==> config.mk <==
export PLATFORM = sky130hd
export DESIGN_NAME = rr_hold_arbiter
export DESIGN_NICKNAME = d
export VERILOG_FILES = /design/src/rtl/rr_hold_arbiter.sv
export SDC_FILE = /design/constraint.sdc
export NUM_CORES = 1
export LEC_CHECK = 0
export CAP_MARGIN = 20
export CORE_UTILIZATION = 45
export CTS_CLUSTER_DIAMETER = 40
export CTS_CLUSTER_SIZE = 25
export DETAILED_ROUTE_END_ITERATION = 8
export GPL_ROUTABILITY_DRIVEN = 0
export PLACE_DENSITY = 0.76
export SLEW_MARGIN = 20
export SYNTH_ARGS = -nofsm -noshare
export SYNTH_HDL_FRONTEND = slang
export SYNTH_SLANG_ARGS = --single-unit
==> constraint.sdc <==
create_clock -name clock -period 2.9 [get_ports clock]
set_input_delay 0.435 -clock clock [delete_from_list [all_inputs] [get_ports clock]]
set_output_delay 0.435 -clock clock [all_outputs]
set_load 0.02 [all_outputs]
==> src/rtl/rr_hold_arbiter.sv <==
// Round-robin arbiter with a per-grant hold limit and pre-emption pulse (q).
// Optional sticky starvation checker enabled by defining ARB_STARVE_CHK_EN.
module rr_hold_arbiter #(
    parameter int N       = 4,
    parameter int MAXHOLD = 4,
    parameter int CW      = 3
) (
    input  logic                 clock,
    input  logic                 reset_n,
    input  logic [N-1:0]         req,
    output logic [N-1:0]         grant,
    output logic [$clog2(N)-1:0] owner,
    output logic                 busy,
    output logic                 p,
    output logic                 q,
    output logic                 starve
);

    localparam int PW = $clog2(N);
    localparam logic [CW-1:0] HOLD_LIM = CW'(MAXHOLD - 1);
    localparam logic [CW-1:0] HOLD_ONE = CW'(1);

    typedef enum logic [0:0] {
        S_IDLE  = 1'b0,
        S_GRANT = 1'b1
    } state_e;

    state_e          state_q, state_d;
    logic [N-1:0]    grant_q, grant_d;
    logic [PW-1:0]   owner_q, owner_d;
    logic [PW-1:0]   ptr_q,   ptr_d;
    logic [CW-1:0]   hold_q,  hold_d;
    logic            q_q,     q_d;
    logic            starve_q;
    logic [PW-1:0]   win_s;

    // First requester at or after ptr, searching cyclically.
    function automatic logic [PW-1:0] pick_winner(input logic [N-1:0] r, input logic [PW-1:0] start);
        logic [PW-1:0] w;
        logic [PW-1:0] cand;
        logic          found;
        w     = {PW{1'b0}};
        found = 1'b0;
        for (int k = 0; k < N; k++) begin
            cand = PW'((int'(start) + k) % N);
            if (!found && r[cand]) begin
                w     = cand;
                found = 1'b1;
            end else begin
                w     = w;
                found = found;
            end
        end
        return w;
    endfunction

    function automatic logic [PW-1:0] inc_idx(input logic [PW-1:0] i);
        return (i == PW'(N - 1)) ? {PW{1'b0}} : i + PW'(1);
    endfunction

    assign win_s = pick_winner(req, ptr_q);

    // State and datapath registers.
    always_ff @(posedge clock) begin
        if (!reset_n) begin
            state_q <= S_IDLE;
            grant_q <= {N{1'b0}};
            owner_q <= {PW{1'b0}};
            ptr_q   <= {PW{1'b0}};
            hold_q  <= {CW{1'b0}};
            q_q     <= 1'b0;
        end else begin
            state_q <= state_d;
            grant_q <= grant_d;
            owner_q <= owner_d;
            ptr_q   <= ptr_d;
            hold_q  <= hold_d;
            q_q     <= q_d;
        end
    end

    // Next-state logic: release beats pre-emption beats holding.
    always_comb begin
        state_d = state_q;
        grant_d = grant_q;
        owner_d = owner_q;
        ptr_d   = ptr_q;
        hold_d  = hold_q;
        q_d     = 1'b0;
        case (state_q)
            S_IDLE: begin
                if (|req) begin
                    grant_d = {{(N-1){1'b0}}, 1'b1} << win_s;
                    owner_d = win_s;
                    hold_d  = {CW{1'b0}};
                    state_d = S_GRANT;
                end else begin
                    grant_d = {N{1'b0}};
                    owner_d = {PW{1'b0}};
                    hold_d  = {CW{1'b0}};
                end
            end
            S_GRANT: begin
                if (!req[owner_q]) begin
                    grant_d = {N{1'b0}};
                    owner_d = {PW{1'b0}};
                    ptr_d   = inc_idx(owner_q);
                    hold_d  = {CW{1'b0}};
                    state_d = S_IDLE;
                end else if ((hold_q == HOLD_LIM) && (|(req & ~grant_q))) begin
                    grant_d = {N{1'b0}};
                    owner_d = {PW{1'b0}};
                    ptr_d   = inc_idx(owner_q);
                    hold_d  = {CW{1'b0}};
                    q_d     = 1'b1;
                    state_d = S_IDLE;
                end else if (hold_q != HOLD_LIM) begin
                    hold_d = hold_q + HOLD_ONE;
                end else begin
                    hold_d = hold_q;
                end
            end
            default: begin
                state_d = S_IDLE;
                grant_d = {N{1'b0}};
                owner_d = {PW{1'b0}};
                hold_d  = {CW{1'b0}};
            end
        endcase
    end

`ifdef ARB_STARVE_CHK_EN
    localparam int WW = $clog2(N * (MAXHOLD + 1) + 1) + 1;
    localparam logic [WW-1:0] WAIT_LIM = WW'(N * (MAXHOLD + 1));

    logic [WW-1:0] wait_q [N];
    logic [WW-1:0] wait_d [N];
    logic          starve_d;

    // Wait counters run while a requester is pending without a grant.
    always_comb begin
        wait_d   = wait_q;
        starve_d = starve_q;
        for (int k = 0; k < N; k++) begin
            if (req[k] && !grant_q[k]) begin
                wait_d[k] = (wait_q[k] != {WW{1'b1}}) ? wait_q[k] + WW'(1) : wait_q[k];
            end else begin
                wait_d[k] = {WW{1'b0}};
            end
            starve_d = starve_d | (wait_d[k] > WAIT_LIM);
        end
    end

    // Starvation checker registers; starve is sticky until reset.
    always_ff @(posedge clock) begin
        if (!reset_n) begin
            for (int k = 0; k < N; k++) begin
                wait_q[k] <= {WW{1'b0}};
            end
            starve_q <= 1'b0;
        end else begin
            wait_q   <= wait_d;
            starve_q <= starve_d;
        end
    end
`else
    assign starve_q = 1'b0;
`endif

    // Outputs are straight copies of registered state.
    always_comb begin
        grant  = grant_q;
        owner  = owner_q;
        busy   = |grant_q;
        p      = |grant_q;
        q      = q_q;
        starve = starve_q;
    end

endmodule
==> flow_metrics.tcl <==
set metrics [dict create \
    status "finished, final reports clean" \
    ir_drop_mv 0.360 \
    timing.critical_path.depth 2 \
    nNetsFinal 102 \
    cp-startpoint "grant[0]" \
    place_area_um2 881 \
    rows 14 \
    grt_pass1_vias 581 \
    grtUsageTotal_pct 17.7 \
    grt_pass1_wl_um 2420 \
    die-area_mm2 0.00185 \
    die_width_um 43.0 \
    grt_max_degree 9 \
    wl_um 1430 \
    r2r_start "ptr_q[1]" \
    ys_async_sr_fraction_pct 0 \
    via_per_inst 5.76 \
    cp_cell_sequence "or4_1 -> clkdlybuf4s50_1" \
    post-route-util_pct 58.8 \
    p_per_area_mw_per_mm2 490 \
    cts_tree "done" \
    hp-start "ptr_q[0]" \
    cts_max_level 1 \
    share_comb_of_total_power_pct 27.7 \
    reg2reg_depth 4 \
    initial_core_util_pct 49.1 \
    ant_nets 0 \
    cp-start-kind "flip-flop" \
    hp-class "flip-flop to flip-flop" \
    worst-path-buf-inv 1 \
    layout_commonest_cell "clkdlybuf4s50_1" \
    netSwitchingPower_mw 0.138 \
    final_cell_mix "14 x clkdlybuf4s50_1, 13 x dfxtp_1, 8 x nand2_1, 5 x nor2_1" \
    ys_types 36 \
    post_drt_wl_per_cell_um 13.3 \
    overflow 0 \
    synth_edf_count 0 \
    areaGrowthSynthToFinish_pct 19.8 \
    ys_warn_count 0 \
    post_cts.repair.setup_buffers 0 \
    vias 622 \
    p_leak_nw 0.336 \
    cp.arrival_ns 1.75 \
    fin_crit_sh_pct 75.5 \
    clk_path_buf_depth 2 \
    clk_pin_slew_worst_paths_ns 0.08 \
    clock_latency_ns 0.28 \
    hold_viol_final 0 \
    hold_buffers 0 \
    finalSetupViolations 0 \
    holdPathStages 2 \
    timing.setup.tns_ns 0 \
    period_needed_ns 2.19 \
    root_buffer "clkbuf_4" \
    crit_slowest_cell "clkdlybuf4s50_1" \
    endpoint_kind "output pin" \
    numCtsBuffers 3 \
    synth.net_count 87 \
    drc 0 \
    worst_path_largest_cell_delay_ns 0.56 \
    die_y_um 43.0 \
    p_sw_share_pct 31.0 \
    p_clk_share_pct 25.2 \
    antenna_found_initial 0 \
    fmax_mhz 457 \
    portBuffers 14 \
    syn_inst 78 \
    clock_skew_ns 0.00784 \
    synth_seq_area_share_pct 34.4 \
    path_class "flip-flop to output pin" \
    holdWs_ns 0.505 \
    final_max_slew_viol_count 0 \
    dp_hpwl_um 1040 \
    design_area_um2 907 \
    synthesis.area_um2 757 \
    syn_avg_cell_area_um2 9.70 \
    firstDrtPassIters 4 \
    clock_sinks 13 \
    rsz0062_at_grt "false" \
    cap_violations 0 \
    cp_top_family "buffers and inverters" \
    crit_path_max_fanout 4 \
    p_int_mw 0.307 \
    seq_power_share_pct 47.1 \
    ys_ff_latch 13 \
    layout-drive-gt1-share_pct 13.0 \
    critPathRequiredTime_ns 2.47 \
    cts_resized 0 \
    synth_ff_type "dfxtp_1" \
    coreArea_mm2 0.00154 \
    ios 16 \
    n_antenna_cell 0 \
    drt_iter0_drc 11 \
]
## sequential cells by signal, indices dropped and copies added (netlist names)
| register | count |
|---|---|
| ptr_q | 2 |
| owner | 2 |
| grant | 4 |
| state_q | 1 |
| q | 1 |
| hold_q | 3 |
## final cells by class
type | instances | area (µm²)
fill | 134 | 634
multi-input combinational | 57 | 445
sequential | 13 | 260
timing repair buffer | 14 | 140
clock buffer | 4 | 26.3
tap | 16 | 20.0
inverter | 4 | 15.0
## through the flow
step	std cells	worst slack, ns	total power [mW]
floorplan	78	1.20	0.293
global placement	104	0.867	0.333
detailed placement	104	0.866	0.334
CTS	108	0.714	0.446
global route	108	0.659	0.470
finish	108	0.710	0.445
## path summary, 6_finish.rpt
check	to	slack (ns)
worst min register to register	ptr_q[0]	0.50
worst min-delay path	ptr_q[0]	0.50
worst max-delay path	p	0.71
worst max register to register	grant[0]	1.39
## Yosys cell counts, types with 2 or more instances
| library cell | instances | area (µm²) |
|---|---|---|
| dfxtp_1 | 13 | 260 |
| nand2_1 | 8 | 30.0 |
| nor2_1 | 5 | 18.8 |
| a32o_1 | 4 | 40.0 |
| inv_1 | 4 | 15.0 |
| mux2i_1 | 4 | 40.0 |
| nand2b_1 | 4 | 25.0 |
| a21oi_1 | 3 | 15.0 |
| ha_1 | 3 | 37.5 |
| a22o_1 | 2 | 17.5 |
| buf_4 | 2 | 15.0 |
| o22ai_1 | 2 | 12.5 |
## cells by family after synthesis
logic type / count (synthesis) / synth area share [%]
muxes: 5 / 6.78
buffers and inverters: 8 / 6.78
and+or+nand+nor: 29 / 22.1
AOI/OAI and AO/OA: 18 / 23.3
other: 1 / 0.495
DFF: 13 / 34.4
adders and majority gates: 3 / 4.96
xor gates and xnor gates: 1 / 1.16
## power groups by stage
| stage | clock network (mW) | registers [mW] | logic, mW |
|---|---|---|---|
| 3_5_place_dp | 0 | 0.212 | 0.122 |
| 4_1_cts | 0.115 | 0.208 | 0.123 |
| 6_report | 0.112 | 0.209 | 0.123 |
| 5_1_grt | 0.127 | 0.211 | 0.132 |
| 3_3_place_gp | 0 | 0.212 | 0.121 |
| 2_1_floorplan | 0 | 0.216 | 0.0772 |
## per-layer routing
metal / vias up / wire length, µm / track usage [%]
li1: 312 / - / -
met1: 285 / 724 / 23.2
met2: 21 / 601 / 25.2
met3: 4 / 72 / 4.26
met4: 0 / 33 / 12.1
met5: - / 0 / 0
## worst min-delay path: cells and delay by family (launching register included)
family,cells,cell delay (ns)
flops,1,0.34
mux,1,0.06
simple gates,1,0.06
Power figures use the tool's default switching activity.
